==> config.mk <==
export PLATFORM = sky130hd
export DESIGN_NAME = fetch_unit_flat
export DESIGN_NICKNAME = d
export VERILOG_FILES = /design/src/rtl/fetch_unit_if.sv /design/src/rtl/fetch_unit.sv /design/src/flat_wrapper.sv
export SDC_FILE = /design/constraint.sdc
export NUM_CORES = 1
export LEC_CHECK = 0
export CAP_MARGIN = 5
export CORE_MARGIN = 3
export CORE_UTILIZATION = 35
export DETAILED_ROUTE_END_ITERATION = 10
export GPL_TIMING_DRIVEN = 0
export PLACE_DENSITY_LB_ADDON = 0.08
export SLEW_MARGIN = 5
export SYNTH_ARGS = -nofsm -noshare
export SYNTH_HDL_FRONTEND = slang
export SYNTH_SLANG_ARGS = --single-unit
export TNS_END_PERCENT = 10
==> constraint.sdc <==
create_clock -name clock -period 2.9 [get_ports clock]
set_input_delay 0.87 -clock clock [delete_from_list [all_inputs] [get_ports clock]]
set_output_delay 0.87 -clock clock [all_outputs]
set_load 0.03 [all_outputs]
==> src/rtl/fetch_unit_if.sv <==
// Bus bundle between the fetch stage, instruction memory and the control unit.
interface fetch_unit_if #(
    parameter int unsigned ADDR_WIDTH = 32
);
    // instruction memory side
    logic                  imemReq;
    logic [ADDR_WIDTH-1:0] imemAddr;
    logic                  imemValid;
    logic [31:0]           imemData;
    // control unit side
    logic [31:0]           instruction;
    logic [ADDR_WIDTH-1:0] instrPC;
    logic                  instrValid;
    logic                  instrReady;
    logic [31:0]           instrCount;

    modport master (
        output imemReq, imemAddr, instruction, instrPC, instrValid, instrCount,
        input  imemValid, imemData, instrReady
    );

    modport slave (
        input  imemReq, imemAddr, instruction, instrPC, instrValid, instrCount,
        output imemValid, imemData, instrReady
    );
endinterface

==> src/rtl/fetch_unit.sv <==
// Instruction fetch stage: owns the PC, keeps one instruction-memory read in
// flight at most, and hands the returned word to control through a
// valid/ready holding register. Branch redirects win over everything else.
module fetch_unit #(
    parameter int unsigned           ADDR_WIDTH = 32,
    parameter logic [ADDR_WIDTH-1:0] RESET_PC   = '0
) (
    input  logic                  clock,
    input  logic                  resetN,
    input  logic                  enablePC,
    input  logic                  branch,
    input  logic [ADDR_WIDTH-1:0] branchTarget,
    fetch_unit_if.master          bus
);
    localparam int unsigned DATA_W  = 32;
    localparam int unsigned COUNT_W = 32;

    typedef enum logic [1:0] {
        ST_ISSUE = 2'd0,
        ST_WAIT  = 2'd1,
        ST_HOLD  = 2'd2
    } state_t;

    state_t                r_state;
    logic [ADDR_WIDTH-1:0] r_fetch_pc;
    logic                  r_discard;
    logic [DATA_W-1:0]     r_instruction;
    logic [ADDR_WIDTH-1:0] r_instr_pc;
    logic                  r_instr_valid;
    logic [COUNT_W-1:0]    r_instr_count;

    state_t                w_state;
    logic [ADDR_WIDTH-1:0] w_fetch_pc;
    logic                  w_discard;
    logic [DATA_W-1:0]     w_instruction;
    logic [ADDR_WIDTH-1:0] w_instr_pc;
    logic                  w_instr_valid;
    logic [COUNT_W-1:0]    w_instr_count;
    logic                  w_req;
    logic [ADDR_WIDTH-1:0] w_target;

    // Redirect target is always word aligned.
    assign w_target = {branchTarget[ADDR_WIDTH-1:2], 2'b00};

    // State and datapath registers with synchronous active-low reset.
    always_ff @(posedge clock) begin
        if (!resetN) begin
            r_state       <= ST_ISSUE;
            r_fetch_pc    <= RESET_PC;
            r_discard     <= 1'b0;
            r_instruction <= '0;
            r_instr_pc    <= '0;
            r_instr_valid <= 1'b0;
            r_instr_count <= '0;
        end else begin
            r_state       <= w_state;
            r_fetch_pc    <= w_fetch_pc;
            r_discard     <= w_discard;
            r_instruction <= w_instruction;
            r_instr_pc    <= w_instr_pc;
            r_instr_valid <= w_instr_valid;
            r_instr_count <= w_instr_count;
        end
    end

    // Next-state and request logic; a branch in any state reloads the PC.
    always_comb begin
        w_state       = r_state;
        w_fetch_pc    = r_fetch_pc;
        w_discard     = r_discard;
        w_instruction = r_instruction;
        w_instr_pc    = r_instr_pc;
        w_instr_valid = r_instr_valid;
        w_instr_count = r_instr_count;
        w_req         = 1'b0;

        unique case (r_state)
            ST_ISSUE: begin
                w_req = enablePC && !branch && resetN;
                if (branch) begin
                    w_fetch_pc = w_target;
                end else if (enablePC) begin
                    w_state = ST_WAIT;
                end
            end

            ST_WAIT: begin
                if (branch) begin
                    w_fetch_pc = w_target;
                    if (bus.imemValid) begin
                        // Response arriving with the redirect is simply dropped.
                        w_discard = 1'b0;
                        w_state   = ST_ISSUE;
                    end else begin
                        w_discard = 1'b1;
                    end
                end else if (bus.imemValid) begin
                    if (r_discard) begin
                        w_discard = 1'b0;
                        w_state   = ST_ISSUE;
                    end else begin
                        w_instruction = bus.imemData;
                        w_instr_pc    = r_fetch_pc;
                        w_instr_valid = 1'b1;
                        w_state       = ST_HOLD;
                    end
                end
            end

            ST_HOLD: begin
                if (branch) begin
                    // Redirect cancels the held word; a same-cycle ready is void.
                    w_fetch_pc    = w_target;
                    w_instr_valid = 1'b0;
                    w_state       = ST_ISSUE;
                end else if (bus.instrReady) begin
                    w_fetch_pc    = r_fetch_pc + ADDR_WIDTH'(4);
                    w_instr_valid = 1'b0;
                    w_instr_count = r_instr_count + COUNT_W'(1);
                    w_state       = ST_ISSUE;
                end
            end

            default: begin
                w_state = ST_ISSUE;
            end
        endcase
    end

    assign bus.imemReq     = w_req;
    assign bus.imemAddr    = r_fetch_pc;
    assign bus.instruction = r_instruction;
    assign bus.instrPC     = r_instr_pc;
    assign bus.instrValid  = r_instr_valid;
    assign bus.instrCount  = r_instr_count;
endmodule

==> src/flat_wrapper.sv <==
// flat-port wrapper written by rule: the top's interface ports become plain ports
module fetch_unit_flat 
#(
    parameter int unsigned           ADDR_WIDTH = 32,
    parameter logic [ADDR_WIDTH-1:0] RESET_PC   = '0
)
  (clock, resetN, enablePC, branch, branchTarget, bus_imemReq, bus_imemAddr, bus_instruction, bus_instrPC, bus_instrValid, bus_instrCount, bus_imemValid, bus_imemData, bus_instrReady);
  fetch_unit_if #(.ADDR_WIDTH(ADDR_WIDTH)) bus_i ();
  input  logic clock;
  input  logic resetN;
  input  logic enablePC;
  input  logic branch;
  input  logic [ADDR_WIDTH-1:0] branchTarget;
  output wire logic [$bits(bus_i.imemReq)-1:0] bus_imemReq;
  output wire logic [$bits(bus_i.imemAddr)-1:0] bus_imemAddr;
  output wire logic [$bits(bus_i.instruction)-1:0] bus_instruction;
  output wire logic [$bits(bus_i.instrPC)-1:0] bus_instrPC;
  output wire logic [$bits(bus_i.instrValid)-1:0] bus_instrValid;
  output wire logic [$bits(bus_i.instrCount)-1:0] bus_instrCount;
  input wire logic [$bits(bus_i.imemValid)-1:0] bus_imemValid;
  input wire logic [$bits(bus_i.imemData)-1:0] bus_imemData;
  input wire logic [$bits(bus_i.instrReady)-1:0] bus_instrReady;
  assign bus_imemReq = bus_i.imemReq;
  assign bus_imemAddr = bus_i.imemAddr;
  assign bus_instruction = bus_i.instruction;
  assign bus_instrPC = bus_i.instrPC;
  assign bus_instrValid = bus_i.instrValid;
  assign bus_instrCount = bus_i.instrCount;
  assign bus_i.imemValid = bus_imemValid;
  assign bus_i.imemData = bus_imemData;
  assign bus_i.instrReady = bus_instrReady;
  fetch_unit #(.ADDR_WIDTH(ADDR_WIDTH), .RESET_PC(RESET_PC)) u_core (.clock(clock), .resetN(resetN), .enablePC(enablePC), .branch(branch), .branchTarget(branchTarget), .bus(bus_i));
endmodule
# Yosys cells after proc, flatten, opt, wreduce, memory -nomap -nowiden
# Cells that the tools add are included.
# classes
n_div	0
muxes	23
shift	0
magnitude_cmp	0
n_eq_ne	9
mul	0
reduce_logical	14
n_bitwise	2
n_addsub	2
# ops
cell	count
$mux 32	3
$pmux 32 s2	1
$add 32x1->32 const B	1
$add 32x3->32 const B	1
$mux 2	8
$ne 2x2->1 const B	5
$mux 1	9
$reduce_and 4->1	2
$pmux 2 s3	1
$reduce_and 3->1	2
$reduce_bool 2->1	3
$reduce_and 5->1	1
$ne 3x3->1 const B	1
$eq 2x1->1 const B	1
$eq 2x2->1 const B	1
$logic_and 1x1->1	2
$logic_not 2->1	1
$ne 2x1->1 const B	1
$not 1->1	2
$pmux 1 s2	1
$reduce_and 2->1	1
$reduce_or 2->1	1
$logic_not 1->1	1
# word_totals
ff_bits	132
mem_count	0
output_inout_bits	130
ramBits	0
word_cells	57
input_bits	70
romBits	0
latch_bits	0

# Depth between registers and ports, before layout
# logic_depth
ltp_word	4
depth_mapped	8
depth_no_buf	6

# Worst setup path after synthesis
# No wires, ideal clock.
# synth_path
path_type	input-to-output
startpoint	input resetN
endpoint	output bus_imemReq
setup_slack_ns	-0.152
t_required_ns	2.030
path_buffers	2
t_arrival_ns	2.182
path_stages	4
path_cell_list	clkbuf_1 > buf_1 > nand2_1 > nor3_1
# synth_between
elab_chain_cells	2
# synth_rtl
item	line_no	source
from (decl)	flat_wrapper.sv:10	input logic resetN;
$logic_and 1x1->1	fetch_unit.sv:79	w_req = enablePC && !branch && resetN;
$mux 1	fetch_unit.sv:77	unique case (r_state)
to (decl)	flat_wrapper.sv:14	output wire logic [$bits(bus_i.imemReq)-1:0] bus_imemReq;
# Every way passes these cells.

# Worst setup path in the final report
# Ends and elaborated chain as after synthesis.

==> flow_metrics.env <==
export IMPL_status="complete, no violations"
export IMPL_drc=0
export IMPL_p_sw_mw=1.124
export IMPL_fillers=1568
export IMPL_cpMaxStageDelayCell="clkdlybuf4s50_1"
export IMPL_ys_flop_type="dfxtp_1"
export IMPL_sequentialPowerShare=0.402
export IMPL_rsz0062_at_grt="no"
export IMPL_pre_cts_ws_ns=-1.208
export IMPL_synth_area_mm2=0.005868
export IMPL_fp_row_count=46
export IMPL_wl_um=19540
export IMPL_ant_nets=0
export IMPL_yosysSeqAreaShare=0.4367
export IMPL_syn_avg_cell_area_um2=7.721
export IMPL_worstHoldEndpoint="u_core.bus.instrPC[19]"
export IMPL_die_area_mm2=0.01836
export IMPL_maxCapViolations=0
export IMPL_cp_cell_sequence="clkdlybuf4s50_1 -> clkbuf_8 -> nand2_2 -> nor3_2 -> buf_4"
export IMPL_ys_seq_elements=128
export IMPL_fmax_ghz=0.3537
export IMPL_hold_class="flop to flop"
export IMPL_r2r_end="u_core.bus.imemAddr[26]"
export IMPL_grt_use_total=0.2124
export IMPL_diodes=0
export IMPL_timing_rr_start="u_core.bus.imemAddr[2]"
export IMPL_r2r_slack_ns=0.50
export IMPL_die_w_um=135.5
export IMPL_core_mm2=0.01617
export IMPL_final_core_util=0.5398
export IMPL_vias=6088
export IMPL_drt_iter0_drc=523
export IMPL_min_from="u_core.bus.instrPC[19]"
export IMPL_yosysTopAreaCellShare=0.4367
export IMPL_power_density_mw_per_mm2=528.6
export IMPL_ys_async_sr_fraction=0
export IMPL_finClkSkew_ns=0.007094
export IMPL_root_buffer="clkbuf_16"
export IMPL_p_int_mw=3.490
export IMPL_drive_above_1_share=0.06991
export IMPL_gr_total_overflow=0
export IMPL_synth_edff_count=0
export IMPL_initial_core_util=0.3628
export IMPL_power_frac_comb=0.096
export IMPL_areaGrowthSynthToFinish_pct=48.76
export IMPL_crit_required_ns=2.03
export IMPL_peakVddDrop_uv=429.3
export IMPL_via_per_inst=5.061
export IMPL_synth_area_top_cells="dfxtp_1 44%, nand2_1 11%, a21oi_1 7.1%, nor2_1 4.0%, xnor2_1 3.6%"
export IMPL_grt_max_degree=17
export IMPL_period_minus_slack_ns=2.827
export IMPL_synth_area_leader_cell="dfxtp_1"
export IMPL_io_pin_count=200
export IMPL_setup_viol=0
export IMPL_path_class="input port to primary output"
export IMPL_tns_ns=0
export IMPL_syn_inst=760
export IMPL_nets=1046
export IMPL_insertion_delay_ns=0.43
export IMPL_cp_end_kind="primary output"
export IMPL_hold_ws_ns=0.4517
export IMPL_sw_frac_of_total=0.2436
export IMPL_cp_max_fo=11
export IMPL_gp_congestion=0.8428
export IMPL_clockBufferDepth=2
export IMPL_hold_viol=0
export IMPL_finalWorstSetupSlack_ns=0.07296
export IMPL_drv_slew=0
export IMPL_wire_per_inst_um=16.24
export IMPL_io_buffers=192
export IMPL_die_h_um=135.5
export IMPL_grt_pass1_wl_um=30570
export IMPL_htree_num_levels=4
export IMPL_cts_tree="done"
export IMPL_critPathMaxStageDelay_ns=0.49
export IMPL_reg2reg_depth=6
export IMPL_hold_depth=2
export IMPL_cts_buffers=17
export IMPL_clock_sinks=128
export IMPL_slew_headroom=0.2902
export IMPL_firstDrtPassIters=7
export IMPL_power_leakage_nw=3.053
export IMPL_clockPowerShare=0.502
export IMPL_synth_distinct_cells=58
export IMPL_yosysWarnings=0
export IMPL_tightest_slew_ns=1.059
export IMPL_dp_hpwl_um=13960
export IMPL_clk_pin_slew_worst_paths_ns=0.06
export IMPL_grt_pass1_vias=5626
export IMPL_startpoint_type="input port"
export IMPL_power_mw=4.615
export IMPL_cp_data_arrival_time_ns=1.96
export IMPL_fin_crit_sh=0.9748
export IMPL_antenna_found_initial=0
## flip-flops by register name, summed over array words and instances (netlist names)
name	count
u_core.bus.instrPC	30
u_core.bus.instruction	32
u_core.bus.instrCount	32
u_core.bus.instrValid	1
u_core.bus.imemAddr	30
u_core.r_discard	1
u_core.r_state	2
## worst max-delay path by stage
stage	from	endpoint	slack, ns	cells past startpoint
floorplan	resetN	bus_imemReq	0.1	4
global placement	resetN	bus_imemReq	-1.21	6
detailed placement	resetN	bus_imemReq	-1.21	6
CTS	resetN	bus_imemReq	0.02	6
global route	resetN	bus_imemReq	0.02	5
finish	resetN	bus_imemReq	0.07	5
## per-stage QoR
step	instances	area, um^2
finish	1203	8730
global route	1203	8730
CTS	1204	8742
detailed placement	1171	8077
global placement	1171	8077
floorplan	763	5884
## per-layer routing
metal / GRT usage / share of wire / vias up
met5: 0 / 0 / -
met4: 0.06943 / 0.016 / 0
met3: 0.07169 / 0.089 / 24
met2: 0.3172 / 0.43 / 218
met1: 0.2888 / 0.46 / 2800
li1: - / - / 3046
## power groups by stage
stage          sequential [mW]  clock, mW  combinational (mW)
2_1_floorplan             1.94          0               0.155
3_3_place_gp              1.89          0               0.442
3_5_place_dp              1.89          0               0.440
4_1_cts                   1.85       2.36               0.446
5_1_grt                   1.86       2.44               0.477
6_report                  1.86       2.32               0.442
## cell usage after synthesis, types with 6 or more instances
library cell  instances
nor2_1               62
o21ai_0              20
nand2_1             179
nor4_1               14
clkbuf_1             41
buf_2                11
a21oi_1              83
mux2i_1              10
nand3_1              39
inv_1                12
nor3_1               10
and3_1                8
xnor2_1              24
dfxtp_1             128
a31oi_1               7
nand4_1              18
nor4_2                6
## area by class of cell
class                   count  area (um^2)  share of cell area
flip-flops and latches    128         2562              0.2935
inverters                  13        48.80            0.005590
multi-input cells         563         3022              0.3461
plain buffers              58        262.8             0.03010
clock buffers              20        456.7             0.05231
clock inverters            12        181.4             0.02078
repair buffers            193         1926              0.2206
well taps                 216        270.3             0.03096
## cells by family (layout without fill, tap and decap cells)
| logic type | after synthesis | after routing | synth area share |
|---|---|---|---|
| other | 1 | 4 | 0.0006390 |
| and+or+nand+nor | 370 | 370 | 0.2974 |
| AOI/OAI and AO/OA | 149 | 149 | 0.1501 |
| adders and majority gates | 2 | 2 | 0.004264 |
| muxes | 11 | 11 | 0.01898 |
| xor gates and xnor gates | 27 | 27 | 0.04030 |
| DFF | 128 | 128 | 0.4367 |
| buffers and inverters | 72 | 296 | 0.05160 |
## layout by cell type (no fill, tap or decap), drive strengths merged, types with 5 or more instances in the layout
master / instances
nor3: 13
o21ai: 21
a31oi: 7
nand2b: 5
xnor2: 24
dfxtp: 128
nand2: 179
clkdlybuf4s50: 190
a21oi: 83
nand4: 20
o31a: 5
mux2i: 10
nor4: 20
nand3: 39
inv: 15
and4: 5
and3: 8
or3: 5
buf: 19
nor2: 63
clkinv: 5
clkbuf: 61
## repair_timing
action,4_1_cts,5_1_grt
pin swaps,0,1
setup endpoints to repair,1,1
resized for setup,15,1
gates cloned,0,0
setup buffers,1,0
hold endpoints to repair,0,0
hold buffers,0,0
## worst max-delay path, delay by kind of cell
kind,cells,cell delay (ns)
buf+inv,3,0.86
simple gates,2,0.22
No activity file was read; power rests on OpenSTA's default activity.
